**config.mk**
```make
export PLATFORM = sky130hd
export DESIGN_NAME = srm_arb_flat
export DESIGN_NICKNAME = d
export VERILOG_FILES = /design/src/rtl/srm_pkg.sv /design/src/rtl/srm_if.sv /design/src/rtl/srm_ref_timer.sv /design/src/rtl/srm_arb.sv /design/src/flat_wrapper.sv
export SDC_FILE = /design/constraint.sdc
export NUM_CORES = 1
export LEC_CHECK = 0
export CAP_MARGIN = 20
export CORE_MARGIN = 2
export CORE_UTILIZATION = 25
export CTS_CLUSTER_SIZE = 12
export DETAILED_ROUTE_END_ITERATION = 16
export GPL_ROUTABILITY_DRIVEN = 0
export GPL_TIMING_DRIVEN = 0
export HOLD_SLACK_MARGIN = 0.15
export MAX_ROUTING_LAYER = met4
export REMOVE_ABC_BUFFERS = 1
export SLEW_MARGIN = 20
export SYNTH_ARGS = -nofsm -noshare
export SYNTH_HDL_FRONTEND = slang
export SYNTH_SLANG_ARGS = --single-unit
```
**constraint.sdc**
```tcl
create_clock -name clk -period 2.49 [get_ports clk]
set_input_delay 0.249 -clock clk [delete_from_list [all_inputs] [get_ports clk]]
set_output_delay 0.249 -clock clk [all_outputs]
set_load 0.1 [all_outputs]
```
**src/rtl/srm_pkg.sv**
```systemverilog
// Shared types and defaults for the picture-path SDRAM arbiter.
// Optional read/write fairness is built when SRM_WR_FAIR_EN is defined.
package srm_pkg;

   typedef enum logic [1:0] {
      OP_NONE = 2'b00,
      OP_RD   = 2'b01,
      OP_WR   = 2'b10,
      OP_REF  = 2'b11
   } op_e;

   typedef enum logic [1:0] {
      S_INIT  = 2'b00,
      S_IDLE  = 2'b01,
      S_ISSUE = 2'b10,
      S_BUSY  = 2'b11
   } state_e;

   localparam int REF_PERIOD_DEF    = 780;
   localparam int REF_MAX_DEF       = 8;
   localparam int REF_URGENT_DEF    = 4;
   localparam int RD_STREAK_MAX_DEF = 4;
   localparam int REF_PEND_W        = 4;

   // Fixed priority ladder; wr_first is only ever set by the fairness logic.
   function automatic op_e srm_pick(input logic urgent, input logic rd,
                                    input logic wr, input logic wr_first,
                                    input logic pend_nz);
      if (urgent)        return OP_REF;
      else if (wr_first) return OP_WR;
      else if (rd)       return OP_RD;
      else if (wr)       return OP_WR;
      else if (pend_nz)  return OP_REF;
      else               return OP_NONE;
   endfunction

endpackage

```
**src/rtl/srm_if.sv**
```systemverilog
// Request/grant and command-engine handshake bundle for srm_arb.
interface srm_if;
   import srm_pkg::*;

   logic                  init_done;
   logic                  rd_req;
   logic                  wr_req;
   logic                  op_done;
   logic                  op_start;
   logic [1:0]            op_type;
   logic                  rd_gnt;
   logic                  wr_gnt;
   logic [REF_PEND_W-1:0] ref_pend;
   logic                  busy;

   modport slave (
      input  init_done, rd_req, wr_req, op_done,
      output op_start, op_type, rd_gnt, wr_gnt, ref_pend, busy
   );

   modport master (
      output init_done, rd_req, wr_req, op_done,
      input  op_start, op_type, rd_gnt, wr_gnt, ref_pend, busy
   );

endinterface

```
**src/rtl/srm_ref_timer.sv**
```systemverilog
// Refresh period counter plus saturating pending-credit counter.
module srm_ref_timer
   import srm_pkg::*;
#(
   parameter int REF_PERIOD = REF_PERIOD_DEF,
   parameter int REF_MAX    = REF_MAX_DEF
) (
   input  logic                  clk,
   input  logic                  rst_n,
   input  logic                  inc_en_i,
   input  logic                  dec_i,
   output logic [REF_PEND_W-1:0] ref_pend_o
);

   localparam int CNT_W = (REF_PERIOD > 1) ? $clog2(REF_PERIOD) : 1;

   logic [CNT_W-1:0]      cnt_q, cnt_d;
   logic [REF_PEND_W-1:0] pend_q, pend_d;
   logic                  wrap;

   assign wrap = inc_en_i && (cnt_q == CNT_W'(REF_PERIOD - 1));

   always_comb begin
      cnt_d  = cnt_q + CNT_W'(1);
      if (!inc_en_i || wrap) cnt_d = '0;
      // A credit earned and a credit spent in the same cycle cancel out.
      pend_d = pend_q;
      if (wrap && !dec_i && (pend_q < REF_PEND_W'(REF_MAX)))
         pend_d = pend_q + REF_PEND_W'(1);
      else if (dec_i && !wrap && (pend_q != '0))
         pend_d = pend_q - REF_PEND_W'(1);
   end

   always_ff @(posedge clk or negedge rst_n) begin
      if (!rst_n) begin
         cnt_q  <= '0;
         pend_q <= '0;
      end else begin
         cnt_q  <= cnt_d;
         pend_q <= pend_d;
      end
   end

   assign ref_pend_o = pend_q;

endmodule

```
**src/rtl/srm_arb.sv**
```systemverilog
// Read/write/refresh arbiter and one-op-at-a-time sequencer for the SDRAM engine.
// Define SRM_WR_FAIR_EN to force a write slot after RD_STREAK_MAX consecutive reads.
module srm_arb
   import srm_pkg::*;
#(
   parameter int REF_PERIOD = REF_PERIOD_DEF,
   parameter int REF_MAX    = REF_MAX_DEF,
   parameter int REF_URGENT = REF_URGENT_DEF
`ifdef SRM_WR_FAIR_EN
   ,parameter int RD_STREAK_MAX = RD_STREAK_MAX_DEF
`endif
) (
   input logic  clk,
   input logic  rst_n,
   srm_if.slave bus
);

   state_e                state_q, state_d;
   op_e                   op_q, op_d;
   op_e                   sel;
   logic [REF_PEND_W-1:0] ref_pend;
   logic                  op_start;
   logic                  ref_dec;
   logic                  urgent;
   logic                  wr_first;

   srm_ref_timer #(
      .REF_PERIOD (REF_PERIOD),
      .REF_MAX    (REF_MAX)
   ) u_ref_timer (
      .clk        (clk),
      .rst_n      (rst_n),
      .inc_en_i   (bus.init_done),
      .dec_i      (ref_dec),
      .ref_pend_o (ref_pend)
   );

   assign op_start = (state_q == S_ISSUE);
   assign ref_dec  = op_start && (op_q == OP_REF);
   assign urgent   = (ref_pend >= REF_PEND_W'(REF_URGENT));

`ifdef SRM_WR_FAIR_EN
   localparam int STK_W = $clog2(RD_STREAK_MAX + 1);

   logic [STK_W-1:0] streak_q, streak_d;

   // Saturates at the limit so a long read run cannot wrap back to zero.
   always_comb begin
      streak_d = streak_q;
      if (op_start) begin
         if (op_q != OP_RD)
            streak_d = '0;
         else if (streak_q < STK_W'(RD_STREAK_MAX))
            streak_d = streak_q + STK_W'(1);
      end
   end

   always_ff @(posedge clk or negedge rst_n) begin
      if (!rst_n) streak_q <= '0;
      else        streak_q <= streak_d;
   end

   assign wr_first = bus.wr_req && (streak_q >= STK_W'(RD_STREAK_MAX));
`else
   assign wr_first = 1'b0;
`endif

   assign sel = srm_pick(urgent, bus.rd_req, bus.wr_req, wr_first, ref_pend != '0);

   always_comb begin
      state_d = state_q;
      op_d    = op_q;
      unique case (state_q)
         S_INIT:
            if (bus.init_done) state_d = S_IDLE;
         S_IDLE:
            if (!bus.init_done) begin
               state_d = S_INIT;
            end else if (sel != OP_NONE) begin
               op_d    = sel;
               state_d = S_ISSUE;
            end
         S_ISSUE:
            state_d = S_BUSY;
         // A launched op always runs to op_done, even if init_done drops.
         S_BUSY:
            if (bus.op_done) begin
               op_d    = OP_NONE;
               state_d = bus.init_done ? S_IDLE : S_INIT;
            end
         default: begin
            state_d = S_INIT;
            op_d    = OP_NONE;
         end
      endcase
   end

   always_ff @(posedge clk or negedge rst_n) begin
      if (!rst_n) begin
         state_q <= S_INIT;
         op_q    <= OP_NONE;
      end else begin
         state_q <= state_d;
         op_q    <= op_d;
      end
   end

   assign bus.op_start = op_start;
   assign bus.op_type  = op_q;
   assign bus.rd_gnt   = op_start && (op_q == OP_RD);
   assign bus.wr_gnt   = op_start && (op_q == OP_WR);
   assign bus.ref_pend = ref_pend;
   assign bus.busy     = (state_q == S_ISSUE) || (state_q == S_BUSY);

endmodule

```
**src/flat_wrapper.sv**
```systemverilog
// flat-port wrapper written by rule: the top's interface ports become plain ports
module srm_arb_flat import srm_pkg::*;
#(
   parameter int REF_PERIOD = REF_PERIOD_DEF,
   parameter int REF_MAX    = REF_MAX_DEF,
   parameter int REF_URGENT = REF_URGENT_DEF

)
  (clk, rst_n, bus_init_done, bus_rd_req, bus_wr_req, bus_op_done, bus_op_start, bus_op_type, bus_rd_gnt, bus_wr_gnt, bus_ref_pend, bus_busy);
  srm_if bus_i ();
  input logic clk;
  input logic rst_n;
  input wire logic [$bits(bus_i.init_done)-1:0] bus_init_done;
  input wire logic [$bits(bus_i.rd_req)-1:0] bus_rd_req;
  input wire logic [$bits(bus_i.wr_req)-1:0] bus_wr_req;
  input wire logic [$bits(bus_i.op_done)-1:0] bus_op_done;
  output wire logic [$bits(bus_i.op_start)-1:0] bus_op_start;
  output wire logic [$bits(bus_i.op_type)-1:0] bus_op_type;
  output wire logic [$bits(bus_i.rd_gnt)-1:0] bus_rd_gnt;
  output wire logic [$bits(bus_i.wr_gnt)-1:0] bus_wr_gnt;
  output wire logic [$bits(bus_i.ref_pend)-1:0] bus_ref_pend;
  output wire logic [$bits(bus_i.busy)-1:0] bus_busy;
  assign bus_i.init_done = bus_init_done;
  assign bus_i.rd_req = bus_rd_req;
  assign bus_i.wr_req = bus_wr_req;
  assign bus_i.op_done = bus_op_done;
  assign bus_op_start = bus_i.op_start;
  assign bus_op_type = bus_i.op_type;
  assign bus_rd_gnt = bus_i.rd_gnt;
  assign bus_wr_gnt = bus_i.wr_gnt;
  assign bus_ref_pend = bus_i.ref_pend;
  assign bus_busy = bus_i.busy;
  srm_arb #(.REF_PERIOD(REF_PERIOD), .REF_MAX(REF_MAX), .REF_URGENT(REF_URGENT)) u_core (.clk(clk), .rst_n(rst_n), .bus(bus_i));
endmodule
```
==> results.ini, run 1 <==
[setup_path]
crit_fanout=5
critPathTopFamily=simple AND/OR/NAND/NOR gates
crit_chain=clkdlybuf4s50_1, nor4b_2, nand4_1, nand2b_4, ha_1, a21o_1, a21o_1, o21ai_0, o211ai_1
cp-end-kind=flip-flop
slowest_stage=clkdlybuf4s50_1
required_ns=2.62
crit_type=in -> reg
path_buf_inv=1
arrival_ns=2.38
critPathMaxStageDelay_ns=0.55
cp-start-kind=primary input
cpMostUsedCell=a21o_1

[run]
max-cap-violations=0

[logic_synthesis]
syn_area_mm2=0.00101
synth-edff-count=0
synth.top_cell.area_share_pct=44.6
yosysWarnings=0
yosys-top-cells-area=dfrtp_1, nor2_1, xnor2_1
synth_common_cells=dfrtp_1, nor2_1, nand2_1
synth_flop_cell=dfrtp_1
synth-async-reset-ratio_pct=100
synth.avg_cell_area_um2=10.0
synth-seq-cells=18
netlist_instances=101
synthDistinctLibCells=32
seq_area_frac_synth_pct=44.6
synth_top_area_cell=dfrtp_1
synth.most_common_cell=dfrtp_1

[floorplan]
start_util_pct=25.6
rows=23
die_w_um=67.6
io_pins=16
dieArea_mm2=0.00456
core_area_mm2=0.00394
fp.dieH_um=67.6

[sta]
setup_ws_ns=0.242
grt_setup_unrepaired=false
clock_skew_ns=0.00121
max_freq_ghz=0.445
hold_violations=0
period_needed_ns=2.25
tightest_slew_ns=0.969
maxSlewHeadroom_pct=35.2
hold_ws_ns=0.465
fin_crit_sh_pct=90.3
setup_viol=0
slew_viol_final=0

[clock_network]
cts.clk_slew.worst_paths_ns=0.07
cts_made_buffers=3
cts.path.max_buffers=2
clock_sinks=18
worstSkewPairLatency_ns=0.25
cts_tree=built
htree_num_levels=1
ctsRootBufferMaster=clkbuf_8

[placement]
numPortBuffers=15
place_ws_ns=-0.0974
hpwl_mm=1.42

[min_path]
hp-class=in -> async

[global_route]
track_usage_pct=9.83
use_met3_pct=3.00
grt_pass1_vias=783
grt_pass1_wl_mm=3.34
grt_start_max_net_pins=19
met2_usage_pct=17.2
overflow=0
grt_use_met1_pct=11.3
antenna_found_initial=0
busiest_layer=met2

[cells_and_area]
area_growth_pct=26.4
multi_input_area_um2=554
fillerInstances=404
diodes=0
final_layout_size_suffix_gt1_share_pct=11.0
fin_nets=129
register_area_um2=450

[status]
status=complete, no violations

[route]
drt_pre_antenna_iters=4
vias=768
wl_per_cell_um=11.3
ant_nets=0
wl_mm=1.89
first_iter_violations=28
avgViaCountPerCell=4.57
post-route-drc-count=0

[power]
p_per_area_mw_per_mm2=777
p_total_mw=0.991
peakVddDrop_v=0.000387
p_leak_nw=0.557

==> placed cells by master (no fill, tap or decap), types with 2 or more instances in the layout <==
cell type        synthesis  final
xnor2_1                  7      7
nand2_1                 10     10
clkbuf_8                 0      4
o21ai_0                  3      3
nor2_1                  17     17
dlygate4sd2_1            0      2
xor2_1                   3      3
nor2b_1                  2      2
a21o_1                   2      2
nand3_1                  4      4
clkdlybuf4s50_1          0     12
a21oi_1                  2      2
ha_1                     3      3
dfrtp_1                 18     18
mux2_2                   4      4
o21a_1                   2      2
nor3_1                   4      4
nor4_1                   2      2
==> worst reg2reg max path, stage by stage (launching register included) <==
cell and delay, ns:
dfrtp_1 0.45, nor4b_2 0.30, nand4_1 0.23, nand2b_4 0.23, ha_1 0.27, a21o_1 0.17, a21o_1 0.19, o21ai_0 0.15
o211ai_1 0.10
==> stage by stage <==
stage | util (%) | cells | area, um^2 | setup TNS [ns]
after floorplan | - | 99 | 1000 | -3.27
after global placement | 30.8 | 164 | 1210 | -0.0690
after detailed placement | 30.8 | 164 | 1210 | -0.0974
after CTS | 32.1 | 168 | 1270 | 0
after global routing | 32.4 | 168 | 1280 | 0
final | 32.4 | 168 | 1280 | 0
==> kinds of logic after synthesis <==
kind of cell / Yosys count / share of synthesized area, %
and+or+nand+nor: 48 / 24.5
DFF: 18 / 44.6
AOI/OAI and AO/OA: 13 / 9.42
xor gates and xnor gates: 10 / 8.67
muxes: 5 / 5.82
adders and majority gates: 4 / 5.70
buffers and inverters: 3 / 1.24
==> per-layer routing <==
| layer | vias up | share of wire (%) |
|---|---|---|
| met3 | 0 | 4.2 |
| met1 | 368 | 45 |
| met2 | 15 | 50 |
| li1 | 385 | - |
| met5 | - | 0 |
| met4 | 0 | 0 |
==> registers in the layout, summed over array words and instances, names as in the netlist, named ones only <==
signal / count
u_core.bus.op_type: 2
u_core.state_q: 1
u_core.u_ref_timer.cnt_q: 10
u_core.u_ref_timer.ref_pend_o: 4
==> path summary, 6_finish.rpt <==
path / start / end / slack [ns] / cells past startpoint
max in group asynchronous: rst_n / u_core.u_ref_timer.cnt_q[7] / 1.52 / 1
min in group clk: u_core.u_ref_timer.cnt_q[0] / u_core.u_ref_timer.cnt_q[0] / 0.48 / 1
min reg2reg: u_core.u_ref_timer.cnt_q[0] / u_core.u_ref_timer.cnt_q[0] / 0.48 / 1
max: bus_init_done / u_core.u_ref_timer.ref_pend_o[3] / 0.24 / 9
min: rst_n / u_core.u_ref_timer.cnt_q[0] / 0.46 / 1
max reg2reg: u_core.u_ref_timer.cnt_q[7] / u_core.u_ref_timer.ref_pend_o[3] / 0.27 / 8
==> layout make-up <==
cell class | count | share of cell area [%]
well taps | 50 | 4.90
flip-flops and latches | 18 | 35.3
repair buffers | 15 | 11.8
inverters | 1 | 0.294
multi-input cells | 80 | 43.4
clock buffers | 4 | 4.31
==> where the power goes <==
group / switching [mW] / internal, mW / total (mW)
clock: 0.0949 / 0.140 / 0.235
combinational: 0.286 / 0.102 / 0.388
sequential: 0.0435 / 0.324 / 0.367
total: 0.424 / 0.567 / 0.991
==> what timing repair did <==
| action | CTS | global route |
|---|---|---|
| setup buffers | 0 | 0 |
| hold buffers | 0 | 0 |
| pin swaps | 0 | 1 |
| endpoints found under the setup margin | 2 | 2 |
| gates resized for setup | 2 | 2 |
No activity file was read; power rests on OpenSTA's default activity.
==> run 2: changes to the inputs <==
--- a/config.mk
+++ b/config.mk
@@ -10,7 +10,6 @@
 export CORE_UTILIZATION = 25
 export CTS_CLUSTER_SIZE = 12
 export DETAILED_ROUTE_END_ITERATION = 16
-export GPL_ROUTABILITY_DRIVEN = 0
 export GPL_TIMING_DRIVEN = 0
 export HOLD_SLACK_MARGIN = 0.15
 export MAX_ROUTING_LAYER = met4
==> results of run 2 <==
The final DEF is identical to that of run 1; final timing and power are the same.
